--- src/rtl/hub_nport.sv ---
// hub_nport: N-port serial broadcast hub.
//   Each port hunts for an 8-bit SFD on its rx line and then captures
//   DATA_WIDTH payload bits, LSB first. Each captured payload goes into that
//   port's FIFO. A round-robin scheduler takes one buffered word at a time and
//   retransmits it as SFD + payload on every tx line except the one the word
//   arrived on.
// Ports:
//   clk      system clock, one serial bit per cycle
//   reset    asynchronous, active-high
//   rx       [NUM_PORTS] serial receive lines
//   tx       [NUM_PORTS] serial transmit lines (registered)
//   rx_drop  [NUM_PORTS] one-cycle pulse when a frame is lost to a full FIFO
//   tx_busy  high while the scheduler is in PREAMBLE or PAYLOAD

// hub_port: per-port deframer plus payload FIFO.
//   rx_bit  serial input for this port
//   pop     scheduler takes the head word (only asserted when non-empty)
//   empty   FIFO holds no words
//   head    oldest buffered word
//   drop    registered pulse for a frame discarded on a full FIFO
module hub_port #(
   parameter int          DATA_WIDTH = 8,
   parameter int          FIFO_DEPTH = 4,
   parameter logic [7:0]  SFD        = 8'b10101011
) (
   input  logic                  clk,
   input  logic                  reset,
   input  logic                  rx_bit,
   input  logic                  pop,
   output logic                  empty,
   output logic [DATA_WIDTH-1:0] head,
   output logic                  drop
);
   localparam int AW  = $clog2(FIFO_DEPTH);
   localparam int DCW = (DATA_WIDTH > 1) ? $clog2(DATA_WIDTH) : 1;

   typedef enum logic {HUNT, DATA} df_state_t;

   df_state_t             st, st_nx;
   // Only the 7 most recent bits are kept; the window compared against SFD
   // is those 7 bits plus the bit arriving this cycle.
   logic [6:0]            hunt, hunt_nx;
   logic [7:0]            win;
   logic [DATA_WIDTH-1:0] sh, sh_nx;
   logic [DCW-1:0]        cnt, cnt_nx;
   logic                  push;

   always_ff @(posedge clk or posedge reset) begin
      if (reset) begin
         st   <= HUNT;
         hunt <= '0;
         sh   <= '0;
         cnt  <= '0;
      end else begin
         st   <= st_nx;
         hunt <= hunt_nx;
         sh   <= sh_nx;
         cnt  <= cnt_nx;
      end
   end

   always_comb begin
      st_nx   = st;
      hunt_nx = hunt;
      sh_nx   = sh;
      cnt_nx  = cnt;
      push    = 1'b0;
      win     = {hunt, rx_bit};
      case (st)
         HUNT: begin
            hunt_nx = win[6:0];
            cnt_nx  = '0;
            if (win == SFD) st_nx = DATA;
         end
         DATA: begin
            // LSB first: each new bit enters at the top and moves down
            sh_nx  = DATA_WIDTH'({rx_bit, sh} >> 1);
            cnt_nx = cnt + DCW'(1);
            if (cnt == DCW'(DATA_WIDTH - 1)) begin
               push    = 1'b1;
               hunt_nx = '0;
               cnt_nx  = '0;
               st_nx   = HUNT;
            end
         end
         default: st_nx = HUNT;
      endcase
   end

   // FIFO with one extra pointer bit to tell full from empty
   logic [DATA_WIDTH-1:0] mem [FIFO_DEPTH];
   logic [AW:0]           wp, rp;
   logic                  full, wr, rd;

   assign empty = (wp == rp);
   assign full  = (wp[AW] != rp[AW]) && (wp[AW-1:0] == rp[AW-1:0]);
   assign rd    = pop && !empty;
   // A same-edge pop frees the slot, so a push to a full FIFO still lands
   assign wr    = push && (!full || rd);
   assign head  = mem[rp[AW-1:0]];

   always_ff @(posedge clk or posedge reset) begin
      if (reset) begin
         wp   <= '0;
         rp   <= '0;
         drop <= 1'b0;
      end else begin
         if (wr) wp <= wp + (AW+1)'(1);
         if (rd) rp <= rp + (AW+1)'(1);
         drop <= push && !wr;
      end
   end

   always_ff @(posedge clk) begin
      if (wr) mem[wp[AW-1:0]] <= sh_nx;
   end
endmodule

module hub_nport #(
   parameter int          NUM_PORTS  = 2,
   parameter int          DATA_WIDTH = 8,
   parameter int          FIFO_DEPTH = 4,
   parameter logic [7:0]  SFD        = 8'b10101011
) (
   input  logic                 clk,
   input  logic                 reset,
   input  logic [NUM_PORTS-1:0] rx,
   output logic [NUM_PORTS-1:0] tx,
   output logic [NUM_PORTS-1:0] rx_drop,
   output logic                 tx_busy
);
   localparam int PW = $clog2(NUM_PORTS);
   // one counter serves the 8 preamble bits and the payload bits
   localparam int CW = (DATA_WIDTH > 8) ? $clog2(DATA_WIDTH) : 3;

   logic [NUM_PORTS-1:0]                 empty, pop;
   logic [NUM_PORTS-1:0][DATA_WIDTH-1:0] head;

   for (genvar i = 0; i < NUM_PORTS; i++) begin : g_port
      hub_port #(
         .DATA_WIDTH (DATA_WIDTH),
         .FIFO_DEPTH (FIFO_DEPTH),
         .SFD        (SFD)
      ) u_port (
         .clk    (clk),
         .reset  (reset),
         .rx_bit (rx[i]),
         .pop    (pop[i]),
         .empty  (empty[i]),
         .head   (head[i]),
         .drop   (rx_drop[i])
      );
   end

   typedef enum logic [1:0] {IDLE, PRE, PAY} sch_state_t;

   sch_state_t           st, st_nx;
   logic [CW-1:0]        cnt, cnt_nx;
   logic [PW-1:0]        src, src_nx, rr_ptr, ptr_nx, sel;
   logic [DATA_WIDTH-1:0] wq, wq_nx;
   logic [NUM_PORTS-1:0] tx_nx, mask;
   logic                 found;
   int                   idx;

   // first non-empty port at or after rr_ptr, wrapping
   always_comb begin
      found = 1'b0;
      sel   = '0;
      idx   = 0;
      for (int k = 0; k < NUM_PORTS; k++) begin
         idx = int'(rr_ptr) + k;
         if (idx >= NUM_PORTS) idx = idx - NUM_PORTS;
         if (!found && !empty[PW'(idx)]) begin
            found = 1'b1;
            sel   = PW'(idx);
         end
      end
   end

   // the source port never hears its own frame
   assign mask    = ~(NUM_PORTS'(1) << src);
   assign tx_busy = (st != IDLE);

   always_comb begin
      st_nx  = st;
      cnt_nx = cnt;
      src_nx = src;
      ptr_nx = rr_ptr;
      wq_nx  = wq;
      tx_nx  = '0;
      pop    = '0;
      case (st)
         IDLE: begin
            if (found) begin
               pop    = NUM_PORTS'(1) << sel;
               src_nx = sel;
               wq_nx  = head[sel];
               cnt_nx = '0;
               st_nx  = PRE;
            end
         end
         PRE: begin
            tx_nx  = mask & {NUM_PORTS{SFD[3'd7 - cnt[2:0]]}};
            cnt_nx = cnt + CW'(1);
            if (cnt == CW'(7)) begin
               cnt_nx = '0;
               st_nx  = PAY;
            end
         end
         PAY: begin
            tx_nx  = mask & {NUM_PORTS{wq[0]}};
            wq_nx  = wq >> 1;
            cnt_nx = cnt + CW'(1);
            if (cnt == CW'(DATA_WIDTH - 1)) begin
               cnt_nx = '0;
               st_nx  = IDLE;
               ptr_nx = (src == PW'(NUM_PORTS - 1)) ? '0 : src + PW'(1);
            end
         end
         default: st_nx = IDLE;
      endcase
   end

   always_ff @(posedge clk or posedge reset) begin
      if (reset) begin
         st     <= IDLE;
         cnt    <= '0;
         src    <= '0;
         rr_ptr <= '0;
         wq     <= '0;
         tx     <= '0;
      end else begin
         st     <= st_nx;
         cnt    <= cnt_nx;
         src    <= src_nx;
         rr_ptr <= ptr_nx;
         wq     <= wq_nx;
         tx     <= tx_nx;
      end
   end
endmodule

--- config.mk ---
export PLATFORM = sky130hd
export DESIGN_NAME = hub_nport
export DESIGN_NICKNAME = d
export VERILOG_FILES = /design/src/rtl/hub_nport.sv
export SDC_FILE = /design/constraint.sdc
export NUM_CORES = 1
export LEC_CHECK = 0
export ABC_AREA = 1
export ABC_CLOCK_PERIOD_IN_PS = 4900
export CAP_MARGIN = 20
export CORE_AREA = 2 2 144 146
export CTS_BUF_LIST = sky130_fd_sc_hd__clkbuf_4 sky130_fd_sc_hd__clkbuf_8
export DETAILED_ROUTE_END_ITERATION = 10
export DIE_AREA = 0 0 146 148
export GPL_TIMING_DRIVEN = 0
export REMOVE_ABC_BUFFERS = 1
export SETUP_SLACK_MARGIN = 0.05
export SLEW_MARGIN = 20
export SYNTH_ARGS = -nofsm -noshare
export SYNTH_HDL_FRONTEND = slang
export SYNTH_SLANG_ARGS = --single-unit
export TNS_END_PERCENT = 20
--- constraint.sdc ---
create_clock -name clk -period 4.9 [get_ports clk]
set_input_delay 1.47 -clock clk [delete_from_list [all_inputs] [get_ports clk]]
set_output_delay 1.47 -clock clk [all_outputs]
set_load 0.01 [all_outputs]
# ---- Word-level counts from Yosys, hierarchy flattened
# Memory sizes are Yosys's and may differ from the RTL's.
# Index checks and enable logic that the tools add are counted.
dict set report totals {
  register_bits 69
  mem_bits_rw 64
  romBits 8
  inputBits 4
  out_inout_bits 5
  wordCells 144
  mem_count 3
}
dict set report op_classes {
  add_sub_neg 12
  magnitude_cmp 6
  n_eq_ne 18
  shift 2
  muxes 50
  bitwise_logic 5
  n_reduce_logical 28
}
# memory depth word_bits read_ports rd_clocked_by_memory_dff wr line_no
set mem_list {}
lappend mem_list {{g_port[0].u_port.mem} 4 8 1 0 1 91} ;# logic [DATA_WIDTH-1:0] mem [FIFO_DEPTH];
lappend mem_list {{g_port[1].u_port.mem} 4 8 1 0 1 91}
lappend mem_list {{(no name shown)} 8 1 1 0 0 203} ;# tx_nx = mask & {NUM_PORTS{SFD[3'd7 - cnt[2:0]]}};
# op count
set ops {}
lappend ops {{two-way mux 8 bit} 5}
lappend ops {{one-hot mux 7 bit (2 select lines)} 2}
lappend ops {{two-way mux 1 bit} 24}
lappend ops {{adder 3 x 1 -> 3 bit, second input constant} 7}
lappend ops {{one-hot mux 3 bit (2 select lines)} 3}
lappend ops {{equality test 8 bit, second input constant} 2}
lappend ops {{one-hot mux 8 bit (2 select lines)} 1}
lappend ops {{two-way mux 7 bit} 2}
lappend ops {{two-way mux 3 bit} 4}
lappend ops {{two-way mux 2 bit} 5}
lappend ops {{inequality test 2 bit, second input constant} 5}
lappend ops {{equality test 3 bit, second input constant} 3}
lappend ops {{logical AND 1 bit} 9}
lappend ops {{AND reduction 2 bit} 4}
lappend ops {{logical NOT 1 bit} 7}
lappend ops {{equality test 3 bit} 2}
lappend ops {{< comparator 1 x 3 -> 1 bit, second input constant} 2}
lappend ops {{one-hot mux 2 bit (3 select lines)} 1}
lappend ops {{nonzero test 2 bit} 3}
lappend ops {{bitwise AND 2 bit} 2}
lappend ops {{equality test 2 bit} 2}
lappend ops {{< comparator 3 x 4 -> 1 bit, second input constant} 1}
lappend ops {{one-hot mux 1 bit (2 select lines)} 2}
lappend ops {{one-hot mux 2 bit (2 select lines)} 1}
lappend ops {{17 further kinds} 22}

# ---- Longest topological paths before layout
dict set report depth {
  depth_word 17
  ltp_mapped 10
  ltp_nobuf 9
}

# ---- Modules after synthesis
# From an unflattened synthesis, not the netlist that was laid out.
dict set report unflattened {
  cells_unflattened 573
  area_unflattened_um2 5839.4
}
# mod instances cells_per_inst area_each_um2 seq_area_each_um2
set modules_own_cells {}
lappend modules_own_cells {{hub_port (g_port[0].u_port)} 1 215 2388.5 1611.5}
lappend modules_own_cells {{hub_port (g_port[1].u_port)} 1 212 2382.3 1611.5}
lappend modules_own_cells {hub_nport 1 146 1068.5 425.4}

# ---- Worst setup path before layout
# OpenSTA, ideal clock, no wires.
dict set report synth_path {
  path_kind {flip-flop to output port}
  from {register st[0]}
  to {output port tx_busy}
  arrival_time_ns 1.015
  required_time_ns 3.430
  path_slack_ns 2.415
  path_stages_with_launch 4
  path_buffers 0
  path_cell_list {dfrtp_1 -> inv_1 -> ha_1 -> inv_1}
}
dict set report synth_via {
  elab_chain_len 1
}
# element line_no
set synth_rtl {}
lappend synth_rtl {{from (decl)} 157} ;# sch_state_t st, st_nx;
lappend synth_rtl {{from (signal assigned)} 233} ;# st <= st_nx;
lappend synth_rtl {{nonzero test 2 bit} 182} ;# assign tx_busy = (st != IDLE);
lappend synth_rtl {{to (decl)} 130} ;# output logic tx_busy
# No other way between the ends.

# ---- Final worst setup path
dict set report layout_path {
  from {register st[1]}
  to {output port tx_busy}
}
# The elaborated chain is that of the path after synthesis.

==> run summary <==
Status -> finished, final reports clean
Vias -> 3690
DRT Wirelength -> 10300 um
Largest net degree at the start of global routing -> 53
Placement row count -> 52
Pwr per Cell Area -> 398 mW/mm2
Pleak -> 2.98 nW
CP most frequent cell -> inv_1
Core area -> 0.0200 mm2
Clk buf depth -> 2
Worst EP required -> 3.43 ns
Routability cong. -> 0.744
Min Hold Slack -> 0.435 ns
Worst hold start -> g_port[0].u_port.cnt[0]
# hold bufs at CTS -> 0
Post-Syn Area -> 0.00590 mm2
Number of antenna diodes -> 0
Total track usage -> 0.106
Mapped Avg Cell Area -> 10.2 um2
Post-Layout Inst Area -> 0.00663 mm2
Clk sinks -> 133
Worst vdd ir -> 208 uV
Port Buffers -> 8
Final Skew -> 0.0141 ns
Pre-CTS setup slack -> 1.84 ns
Period Utilization, post-route -> 0.722
Worst-Margin Slew -> 0.865 ns
Cts repair resizes -> 0
Initial antenna violation count -> 0
CP endpoint kind -> output pin
#FFs+latches synth -> 133
Clock period minus worst slack -> 3.54 ns
1st-pass router iterations -> 4
Placed cell areas -> 0.00625 mm2
Initial drt markers -> 185
Nets -> 615
Hold Violations, Final -> 0
Overall Power -> 2.64 mW
Post-placement cell count -> 841
Critical path peak fanout -> 5
Reg-to-reg startpoint -> g_port[0].u_port.rp[0]
Clk pwr share -> 0.326
Starting density of the core -> 0.294
Max Fclk -> 283 MHz
DIE WIDTH -> 146 um
Routed len/inst -> 11.8 um
Crit start category -> flop
CP bufs+invs -> 3
Final Setup Violations -> 0
# DRC -> 0
Slew margin rel. -> 0.421
WP data arrival -> 2.07 ns
Fin Setup TNS -> 0 ns
Crit-path leading delay family -> buffers and inverters
Routed vias/inst -> 4.23
Root Buffer -> clkbuf_8
CTS tree -> done
Switch Pwr -> 0.743 mW
Pint -> 1.90 mW
Worst path slowest cell -> clkdlybuf4s50_1
First-pass GRT wire length -> 18000 um
Switching Fraction -> 0.281
Register share of total power -> 0.555
Sequential area share after synthesis -> 0.618
CP Cell Sequence -> inv_1 -> ha_1 -> inv_1 -> clkdlybuf4s50_1
Worst hold-check path type -> reg -> reg
Die area -> 0.0216 mm2
Final cell count without fillers -> 873
Vias in the first global route -> 3629
Clock buffer count from CTS -> 17
MaxCap Viol Count -> 0
# H-tree levels -> 4
Half-perimeter wire length after detailed placement -> 6760 um
Most frequent cells in the layout -> 146 x nand2_1, 70 x inv_1, 69 x dfrtp_1
YS warnings -> 0
Clk pin slew, worst setup/hold paths -> 0.07 ns
Delay of the slowest critical-path stage -> 0.51 ns
Post-Syn Instances -> 578
Distinct cells, synth -> 32
Most common cell after layout, fill and taps aside -> nand2_1
Post-synth EDFFs -> 64
Crit path kind -> reg -> out
Worst-Skew Late Latency -> 0.44 ns
Area Overhead vs Synth -> 12.3%
Postcts setup bufs -> 0
Combinational share of power -> 0.119
Die H -> 148 um
RSZ-0062 raised after global routing -> no
Congestion Overflow GR -> 0
Ports -> 9
Slew Limit Fails -> 0
Critical Path Start -> st[1]
Ratio of cells with drive above 1 in the final layout -> 0.0995
Routed Antenna Nets -> 0
Post-synth top flop -> dfrtp_1
Asr flop ratio synth -> 0.519
PnR worst setup slack -> 1.36 ns
Final design utilization -> 0.331
metal layers:
layer  vias up  global-route usage  wire length, um
met1      1725               0.138             5050
met4         0              0.0379              121
met2        48               0.165             4780
met3        10              0.0361              389
li1       1907                   -                -
met5         -                   0                0
power groups by stage:
stage	Combinational, mW	Sequential, mW	Clock (mW)
finish	0.314	1.46	0.861
floorplan	0.225	1.47	0
global placement	0.303	1.49	0
detailed placement	0.319	1.49	0
CTS	0.320	1.47	0.884
global route	0.371	1.49	0.935
final timing paths:
check                                             endpoint  slack (ns)  cells past startpoint
worst max-delay path                               tx_busy        1.36                      4
worst min-delay path               g_port[0].u_port.cnt[0]        0.43                      1
worst max register to register  g_port[0].u_port.mem[0][3]        2.14                      8
worst min register to register     g_port[0].u_port.cnt[0]        0.43                      1
max in group asynchronous           g_port[0].u_port.wp[1]        3.05                      3
min in group asynchronous         g_port[1].u_port.hunt[6]        1.31                      2
cells in the mapped netlist, types with 3 or more instances:
cell type	number	area, um2
buf_4	4	30.0
nand2_2	4	25.0
inv_2	4	15.0
dfrtp_1	69	1730
clkbuf_1	4	15.0
o22ai_1	14	87.6
o21ai_0	30	150
nand3_1	53	265
nand2_1	146	548
xor2_1	4	35.0
nand2_4	9	101
edfxtp_1	64	1920
nor2_1	50	188
a21oi_1	4	20.0
nand4_1	3	18.8
inv_1	71	267
buf_2	5	25.0
ha_1	21	263
layout make-up:
class                      instances  area [um2]
clock inverter                    13         128
multi-input combinational        352        1860
fill                            2097       13400
timing repair buffer               9         108
sequential                       133        3650
tap                              270         338
clock buffer                      19         249
inverter                          77         299
cells by family after synthesis:
logic type,share of synthesized area
fa+ha+maj,0.0445
compound gates,0.0496
flops,0.618
simple gates,0.213
xor+xnor,0.00742
buf+inv,0.0666
registers in the layout (all words and copies together), names as in the netlist:
signal / flops
g_port.u_port.wp: 6
g_port.u_port.drop: 2
rr_ptr: 1
src: 1
wq: 8
g_port.u_port.rp: 6
tx: 2
g_port.u_port.cnt: 6
g_port.u_port.hunt: 14
g_port.u_port.mem: 64
cnt: 3
st: 2
g_port.u_port.st: 2
g_port.u_port.sh: 16
No activity file was read; power rests on OpenSTA's default activity.
